[config.mk]
export PLATFORM = sky130hd
export DESIGN_NAME = pipe_ctrl
export DESIGN_NICKNAME = d
export VERILOG_FILES = /design/src/rtl/pipe_ctrl_pkg.sv /design/src/rtl/pipe_ctrl_hazard_detect.sv /design/src/rtl/pipe_ctrl.sv
export SDC_FILE = /design/constraint.sdc
export NUM_CORES = 1
export LEC_CHECK = 0
export CORE_MARGIN = 3
export CORE_UTILIZATION = 30
export DETAILED_ROUTE_END_ITERATION = 8
export GPL_ROUTABILITY_DRIVEN = 0
export PLACE_DENSITY = 0.56
export SLEW_MARGIN = 20
export SYNTH_ARGS = -nofsm -noshare
export SYNTH_HDL_FRONTEND = slang
export SYNTH_SLANG_ARGS = --single-unit
[constraint.sdc]
create_clock -name clk -period 2.85 [get_ports clk]
set_clock_uncertainty 0.1 [all_clocks]
set_input_delay 0.855 -clock clk [delete_from_list [all_inputs] [get_ports clk]]
set_output_delay 0.855 -clock clk [all_outputs]
set_load 0.02 [all_outputs]
[src/rtl/pipe_ctrl_pkg.sv]
// Shared types for the pipeline control unit: FSM state encoding and the
// strobe bundle driven onto the stage registers and PC.
package pipe_ctrl_pkg;

  typedef enum logic [1:0] {INIT, RUN, DRAIN, HALTED} pipe_state_t;

  typedef struct packed {
    logic pc_en;
    logic en_ifid;
    logic en_idex;
    logic flush_ifid;
    logic flush_idex;
  } pipe_strobe_t;

  localparam pipe_strobe_t STB_FREEZE    = '0;
  localparam pipe_strobe_t STB_FLUSH_ALL = 5'b01111;
  localparam pipe_strobe_t STB_RUN       = 5'b11100;
  localparam pipe_strobe_t STB_BRANCH    = 5'b11111;
  localparam pipe_strobe_t STB_STALL     = 5'b00101;

endpackage

[src/rtl/pipe_ctrl_hazard_detect.sv]
// Load-use comparator: the EX load targets a register the ID instruction reads.
module hazard_detect (
  input  logic [2:0] ra_id,
  input  logic [2:0] rb_id,
  input  logic       ra_used_id,
  input  logic       rb_used_id,
  input  logic [2:0] regwrite_adr_ex,
  input  logic       regwrite_ex,
  input  logic       from_main_mem_ex,
  output logic       load_use
);

  always_comb begin
    load_use = from_main_mem_ex & regwrite_ex &
               ((ra_used_id & (ra_id == regwrite_adr_ex)) |
                (rb_used_id & (rb_id == regwrite_adr_ex)));
  end

endmodule

[src/rtl/pipe_ctrl.sv]
// Pipeline control: combinational stage strobes plus the INIT/RUN/DRAIN/HALTED
// state machine, halt drain counter and saturating load-use stall counter.
module pipe_ctrl
  import pipe_ctrl_pkg::*;
#(
  parameter int unsigned DRAIN_CYCLES = 3,
  parameter int unsigned CNT_W        = 16
) (
  input  logic             clk,
  input  logic             reset,
  input  logic [2:0]       ra_id,
  input  logic [2:0]       rb_id,
  input  logic             ra_used_id,
  input  logic             rb_used_id,
  input  logic [2:0]       regwrite_adr_ex,
  input  logic             regwrite_ex,
  input  logic             from_main_mem_ex,
  input  logic             branch_taken_ex,
  input  logic             is_halt_ex,
  input  logic             mem_busy,
  input  logic             resume,
  output logic             pc_en,
  output logic             en_ifid,
  output logic             en_idex,
  output logic             flush_ifid,
  output logic             flush_idex,
  output logic             halted,
  output logic [CNT_W-1:0] stall_count
);

  pipe_state_t  state;
  logic [2:0]   drain_cnt;
  logic         resume_q;
  logic         resume_pulse;
  logic         load_use;
  pipe_strobe_t stb;

  hazard_detect u_hazard (
    .ra_id            (ra_id),
    .rb_id            (rb_id),
    .ra_used_id       (ra_used_id),
    .rb_used_id       (rb_used_id),
    .regwrite_adr_ex  (regwrite_adr_ex),
    .regwrite_ex      (regwrite_ex),
    .from_main_mem_ex (from_main_mem_ex),
    .load_use         (load_use)
  );

  // A held resume level only counts once, on its rising edge.
  assign resume_pulse = resume & ~resume_q;

  always_comb begin
    stb = STB_FREEZE;
    unique case (state)
      INIT:   stb = STB_FLUSH_ALL;
      RUN: begin
        if (mem_busy)             stb = STB_FREEZE;
        else if (is_halt_ex)      stb = STB_FLUSH_ALL;
        else if (branch_taken_ex) stb = STB_BRANCH;
        else if (load_use)        stb = STB_STALL;
        else                      stb = STB_RUN;
      end
      DRAIN:  stb = mem_busy ? STB_FREEZE : STB_FLUSH_ALL;
      HALTED: stb = STB_FREEZE;
      default: stb = STB_FREEZE;
    endcase
  end

  assign pc_en      = stb.pc_en;
  assign en_ifid    = stb.en_ifid;
  assign en_idex    = stb.en_idex;
  assign flush_ifid = stb.flush_ifid;
  assign flush_idex = stb.flush_idex;

  always_ff @(posedge clk or negedge reset) begin
    if (!reset) begin
      state       <= INIT;
      drain_cnt   <= '0;
      resume_q    <= 1'b0;
      halted      <= 1'b0;
      stall_count <= '0;
    end else begin
      resume_q <= resume;
      unique case (state)
        INIT: state <= RUN;
        RUN: begin
          if (!mem_busy) begin
            if (is_halt_ex) begin
              state     <= DRAIN;
              drain_cnt <= 3'(DRAIN_CYCLES - 1);
            end else if (!branch_taken_ex && load_use && (stall_count != '1)) begin
              stall_count <= stall_count + CNT_W'(1);
            end
          end
        end
        DRAIN: begin
          if (!mem_busy) begin
            if (drain_cnt == '0) begin
              state  <= HALTED;
              halted <= 1'b1;
            end else begin
              drain_cnt <= drain_cnt - 3'd1;
            end
          end
        end
        HALTED: begin
          if (resume_pulse) begin
            state  <= RUN;
            halted <= 1'b0;
          end
        end
        default: state <= INIT;
      endcase
    end
  end

endmodule

======== Word level (Yosys, flattened, before mapping) ========
Index checks and enable logic that the tools add are counted.
cells by class
  bitwise operators ....................... 9
  reductions and logical operators ........ 11
  muxes and demuxes ....................... 21
  add/subtract/negate cells ............... 2
  equal/unequal tests ..................... 12
operators by type and width
  cell                                                                 count
  5-bit 2-to-1 mux                                                     4
  5-bit case mux with 4 select lines                                   1
  16-bit by 1-bit adder with 16-bit output (second input constant)     1
  16-bit inequality test (second input constant)                       1
  3-bit 2-to-1 mux                                                     4
  2-bit inequality test (second input constant)                        6
  2-bit 2-to-1 mux                                                     5
  5-bit AND reduction                                                  2
  2-bit case mux with 4 select lines                                   1
  4-bit AND reduction                                                  2
  3-bit == test                                                        2
  3-bit case mux with 2 select lines                                   1
  1-bit bitwise AND                                                    5
  2-bit == test (second input constant)                                2
  4-bit 2-to-1 mux                                                     1
  2-bit nonzero test                                                   2
  3-bit zero test                                                      1
  1-bit 2-to-1 mux                                                     3
  1-bit inverter                                                       3
  3-bit by 1-bit subtractor with 3-bit output (second input constant)  1
  2-bit by 1-bit == test with 1-bit output (second input constant)     1
  1-bit logical AND                                                    2
  2-bit zero test                                                      1
  1-bit case mux with 2 select lines                                   1
  2 further kinds                                                      2
word-level totals
  output and inout bits ................... 22
  bits of input ports ..................... 19
  flip-flop bits (word level) ............. 23
  word-level logic and storage cells ...... 60

======== Depth between registers and ports, before layout ========
  depth in word-level cells ............... 9
  mapped depth ............................ 8
  depth with buffers taken out ............ 7

======== Hierarchy ========
From an unflattened synthesis, not the netlist that was laid out.
unflattened totals
  cell total of the unflattened synthesis .. 129
  area, all modules ....................... 1297.5 um^2
by module, submodules not included
  module         instances  area an instance (um^2)  seq. area each (um^2)  cells each
  pipe_ctrl      1          1223.7                   575.6                  119
  hazard_detect  1          73.8                     0.0                    10

======== Worst setup path before layout ========
OpenSTA, ideal clock, no wires.
  path kind ............................... input port to output port
  from .................................... input port ra_id[1]
  to ...................................... output port pc_en
  path slack .............................. -0.490 ns
  buffers on the path ..................... 0
  data required time ...................... 1.895 ns
  stages .................................. 4
  data arrival time ....................... 2.385 ns
  cell sequence ........................... xnor2_1 > nand4_1 > a21oi_1 > a2111oi_0
on the way
  cells in the longest elaborated chain, start to end .. 9
ends and longest elaborated chain
  element                             RTL line                       RTL
  from (decl)                         pipe_ctrl.sv:11                input logic [2:0] ra_id,
  3-bit == test                       pipe_ctrl_hazard_detect.sv:15  ((ra_used_id & (ra_id == regwrite_adr_ex)) |
  1-bit bitwise AND                   pipe_ctrl_hazard_detect.sv:15
  1-bit bitwise OR                    pipe_ctrl_hazard_detect.sv:15
  1-bit bitwise AND                   pipe_ctrl_hazard_detect.sv:14  load_use = from_main_mem_ex & regwrite_ex &
  5-bit 2-to-1 mux                    pipe_ctrl.sv:60                else if (load_use) stb = STB_STALL;
  5-bit 2-to-1 mux                    pipe_ctrl.sv:59                else if (branch_taken_ex) stb = STB_BRANCH;
  5-bit 2-to-1 mux                    pipe_ctrl.sv:58                else if (is_halt_ex) stb = STB_FLUSH_ALL;
  5-bit 2-to-1 mux                    pipe_ctrl.sv:57                if (mem_busy) stb = STB_FREEZE;
  5-bit case mux with 4 select lines  pipe_ctrl.sv:54                unique case (state)
  to (decl)                           pipe_ctrl.sv:22                output logic pc_en,
No other way between the ends.

======== Worst setup path in the final report ========
  from .................................... input port regwrite_adr_ex[1]
  to ...................................... output port flush_idex
on the way
  cells in the longest elaborated chain, start to end .. 9
  elaborated cells between the ends (all ways) .. 11
  those cells by class .................... 2 x eq/ne; 5 x mux; 4 x bitwise
ends and longest elaborated chain
  element                                      RTL line                                                      RTL
  from (decl)                                  pipe_ctrl.sv:15                                               input logic [2:0] regwrite_adr_ex,
  3-bit == test, on equally long branches      pipe_ctrl_hazard_detect.sv:15, pipe_ctrl_hazard_detect.sv:16
  1-bit bitwise AND, on equally long branches  pipe_ctrl_hazard_detect.sv:15, pipe_ctrl_hazard_detect.sv:16
  1-bit bitwise OR (*)                         pipe_ctrl_hazard_detect.sv:15
  1-bit bitwise AND (*)                        pipe_ctrl_hazard_detect.sv:14
  5-bit 2-to-1 mux (*)                         pipe_ctrl.sv:60
  5-bit 2-to-1 mux (*)                         pipe_ctrl.sv:59
  5-bit 2-to-1 mux (*)                         pipe_ctrl.sv:58
  5-bit 2-to-1 mux (*)                         pipe_ctrl.sv:57
  5-bit case mux with 4 select lines (*)       pipe_ctrl.sv:54
  to (decl)                                    pipe_ctrl.sv:26                                               output logic flush_idex,
Every way passes the cells marked *; elsewhere a longest branch is shown, timed or not.

==> reports/summary.txt <==
==========================================================================================
Most area-hungry cell type in the Yosys netlist .............................      dfrtp_1
Count of standard-cell rows .................................................           23
Clk buf depth ...............................................................            2
Peak clock frequency supported by timing ....................................      347 MHz
Initial antenna violation count .............................................            0
Post-route clock period utilization .........................................         101%
Combined area of all synthesized cells ......................................  0.00137 mm2
Hold-fix buffers at CTS .....................................................            0
Clk sink count ..............................................................           23
Type of the most critical hold path .........................................      reg2reg
Detailed-placement wirelength estimate ......................................      2.47 mm
Headroom to the max-slew limit ..............................................        60.4%
1st-pass router iterations ..................................................            4
I/O pin count ...............................................................           41
Count leader, synth .........................................................      dfrtp_1
Data arrival time at the worst-slack endpoint ...............................      1920 ps
Chip Height .................................................................      73.5 um
Number of enable flip-flop cells after synthesis ............................            0
Area after DPL ..............................................................  0.00195 mm2
Average wire per cell in the routed design ..................................      13.5 um
Top cells by count, synth ................................................... 23 x dfrtp_1, 21 x xnor2_1, 11 x nand3_1, 11 x nand4_1, 10 x inv_1
CTS tree ....................................................................          yes
Synth area leaders .......................................................... dfrtp_1 42%, xnor2_1 13%, ha_1 7.3%, nand4_1 5.0%, and3_1 4.1%
Status ...................................................................... complete, but fails checks
Setup slack of the critical path after layout ...............................     -29.7 ps
Maximum vdd drop ............................................................   0.000295 V
Maximum number of pins on one net before global-route repair ................           24
First DRT Iteration DRCs ....................................................           44
Final-report setup violation count ..........................................            2
Critical path required time .................................................      1900 ps
Clock root cell .............................................................     clkbuf_8
Actual transition at the worst max-transition pin ...........................       592 ps
Initial standard-cell utilization of the core ...............................        32.5%
FILL cells ..................................................................          397
Power per standard cell area ................................................   563 mW/mm2
Number of port buffers ......................................................           40
Die W .......................................................................      73.5 um
Post-Synthesis Cells ........................................................          136
Hold Vio Cnt, Final .........................................................            0
Die footprint ...............................................................  0.00540 mm2
Clk Latency, worst-skew pair ................................................       260 ps
Crit start category .........................................................    input pin
Fraction of synthesis flops using an asynchronous set or reset pin ..........         100%
Routed WL ...................................................................      3.39 mm
Critical path peak fanout ...................................................            3
Failing checks .............................................................. negative setup slack
Global-route usage over all layers ..........................................        13.4%
Num CTS Buffers .............................................................            3
Cell leakage power ..........................................................  0.000974 uW
Via/cell ratio ..............................................................         4.72
Fin crit period .............................................................      2880 ps
Highest-delay cell along the critical path ..................................      a21oi_4
Final design area excluding fillers .........................................  0.00210 mm2
Nets ........................................................................          228
Syn avg cell area ...........................................................     10.0 um2
Area added between synthesis and finish .....................................        54.0%
Clock edge transition at the registers on the reported setup and hold paths .        80 ps
DRC violation count after routing ...........................................            0
Setup crit end kind .........................................................   output pin
Sequential cell area ........................................................      576 um2
Most frequently used flop master after synthesis ............................      dfrtp_1
Max-slew violations .........................................................            0
Core area ...................................................................  0.00420 mm2
Total power .................................................................      1180 uW
Total nets after synthesis ..................................................          163
Antenna cells ...............................................................            0
RSZ-0062 raised after global routing ........................................          yes
Area taken by multi-input logic gates .......................................      831 um2
Layout cells sized above 1 ..................................................        29.5%
Category of the critical setup timing path ..................................       in2out
Count of nets left with antenna violations after detail routing .............            0
Count of unique library cells instantiated by Yosys .........................           28
Count of state elements after synthesis .....................................           23
Max_cap viols ...............................................................            0
Routed via count ............................................................         1180
Sequence of cells on the critical path ...................................... buf_2, xnor2_1, nand4_1, a21oi_4, nor2b_4, nor2_2, buf_4
Yosys top cell area share ...................................................        42.2%
Crit path largest cell delay ................................................       290 ps
First-pass GRT wire length ..................................................      5.69 mm
Number of warnings printed during yosys synthesis ...........................            0
CTS H-tree depth ............................................................            1
Overflow left after global routing ..........................................            0
Post-Route Hold Slack .......................................................       391 ps
Fraction of the yosys area taken by sequential cells ........................        42.2%
Util after Layout ...........................................................        50.0%
Via count of the first global-routing pass ..................................         1247
==========================================================================================
state kept, by name, indices dropped and copies added (netlist names):
register,cells
state,2
halted,1
drain_cnt,3
stall_count,16
resume_q,1
kinds of logic (layout without fill, tap and decap cells):
| logic type | after synthesis | count (layout) | synth area share, % |
|---|---|---|---|
| multiplexers | 4 | 4 | 3.39 |
| XOR/XNOR | 21 | 21 | 13.5 |
| AO/OA/AOI/OAI | 16 | 16 | 8.16 |
| adder cells (fa/ha/maj) | 8 | 8 | 7.33 |
| buffers and inverters | 13 | 77 | 4.13 |
| AND/OR/NAND/NOR | 51 | 51 | 21.4 |
| flip-flops | 23 | 23 | 42.2 |
worst paths after layout:
kind                                     from              to  slack [ps]  cells after the start
min in group asynchronous               reset  stall_count[9]         830                      2
setup reg to reg               stall_count[0]  stall_count[1]         440                      6
hold reg to reg                stall_count[9]  stall_count[9]         390                      1
setup / recovery           regwrite_adr_ex[1]      flush_idex         -30                      7
hold / removal                 stall_count[9]  stall_count[9]         390                      1
max in group asynchronous               reset  stall_count[1]        1590                      2
cell usage in the layout, fill, tap and decap left out, drive strengths merged, types with 4 or more instances in the layout:
master,n
dlygate4sd2,5
nor2,8
buf,36
xnor2,21
nand3,11
nand4,11
dfrtp,23
ha,8
and3,9
inv,10
a21oi,6
clkdlybuf4s50,19
o21ai,4
timing repair:
item / in CTS / in global routing
setup endpoints to repair: 5 / 5
pin swaps: 13 / 5
gates resized for setup: 73 / 17
setup buffers: 4 / 1
area by class of cell:
type | instances | area share [%]
Multi-Input combinational cell | 100 | 39.5
Sequential cell | 23 | 27.4
Timing Repair Buffer | 63 | 26.1
Tap cell | 50 | 2.98
Clock buffer | 3 | 1.96
Inverter | 10 | 1.79
Clock inverter | 1 | 0.238
per-layer routing:
layer,GRT usage [%],wire length [um]
met4,4.23,46
met1,17.1,1570
met3,2.19,184
met5,0,0
met2,22.8,1590
worst max-delay path: cells and delay by family:
kind / cells / cell delay [ps]
AND/OR/NAND/NOR: 3 / 380
AO/OA/AOI/OAI: 1 / 290
buffers and inverters: 2 / 260
XOR/XNOR: 1 / 140
stage by stage:
step           TNS [ps]  instances  worst slack, ps
6_report          -44.2        250            -29.7
5_1_grt            -214        250            -87.2
4_1_cts               0        249             4.01
3_5_place_dp      -4760        241             -915
3_3_place_gp      -4490        241             -794
2_1_floorplan         0        136             12.4
power breakdown:
part / total [uW] / switching [uW] / internal, uW
clock: 198 / 100 / 97.5
combinational: 590 / 304 / 286
sequential: 395 / 26.9 / 368
total: 1180 / 431 / 751
(Power assumes the default switching activity.)
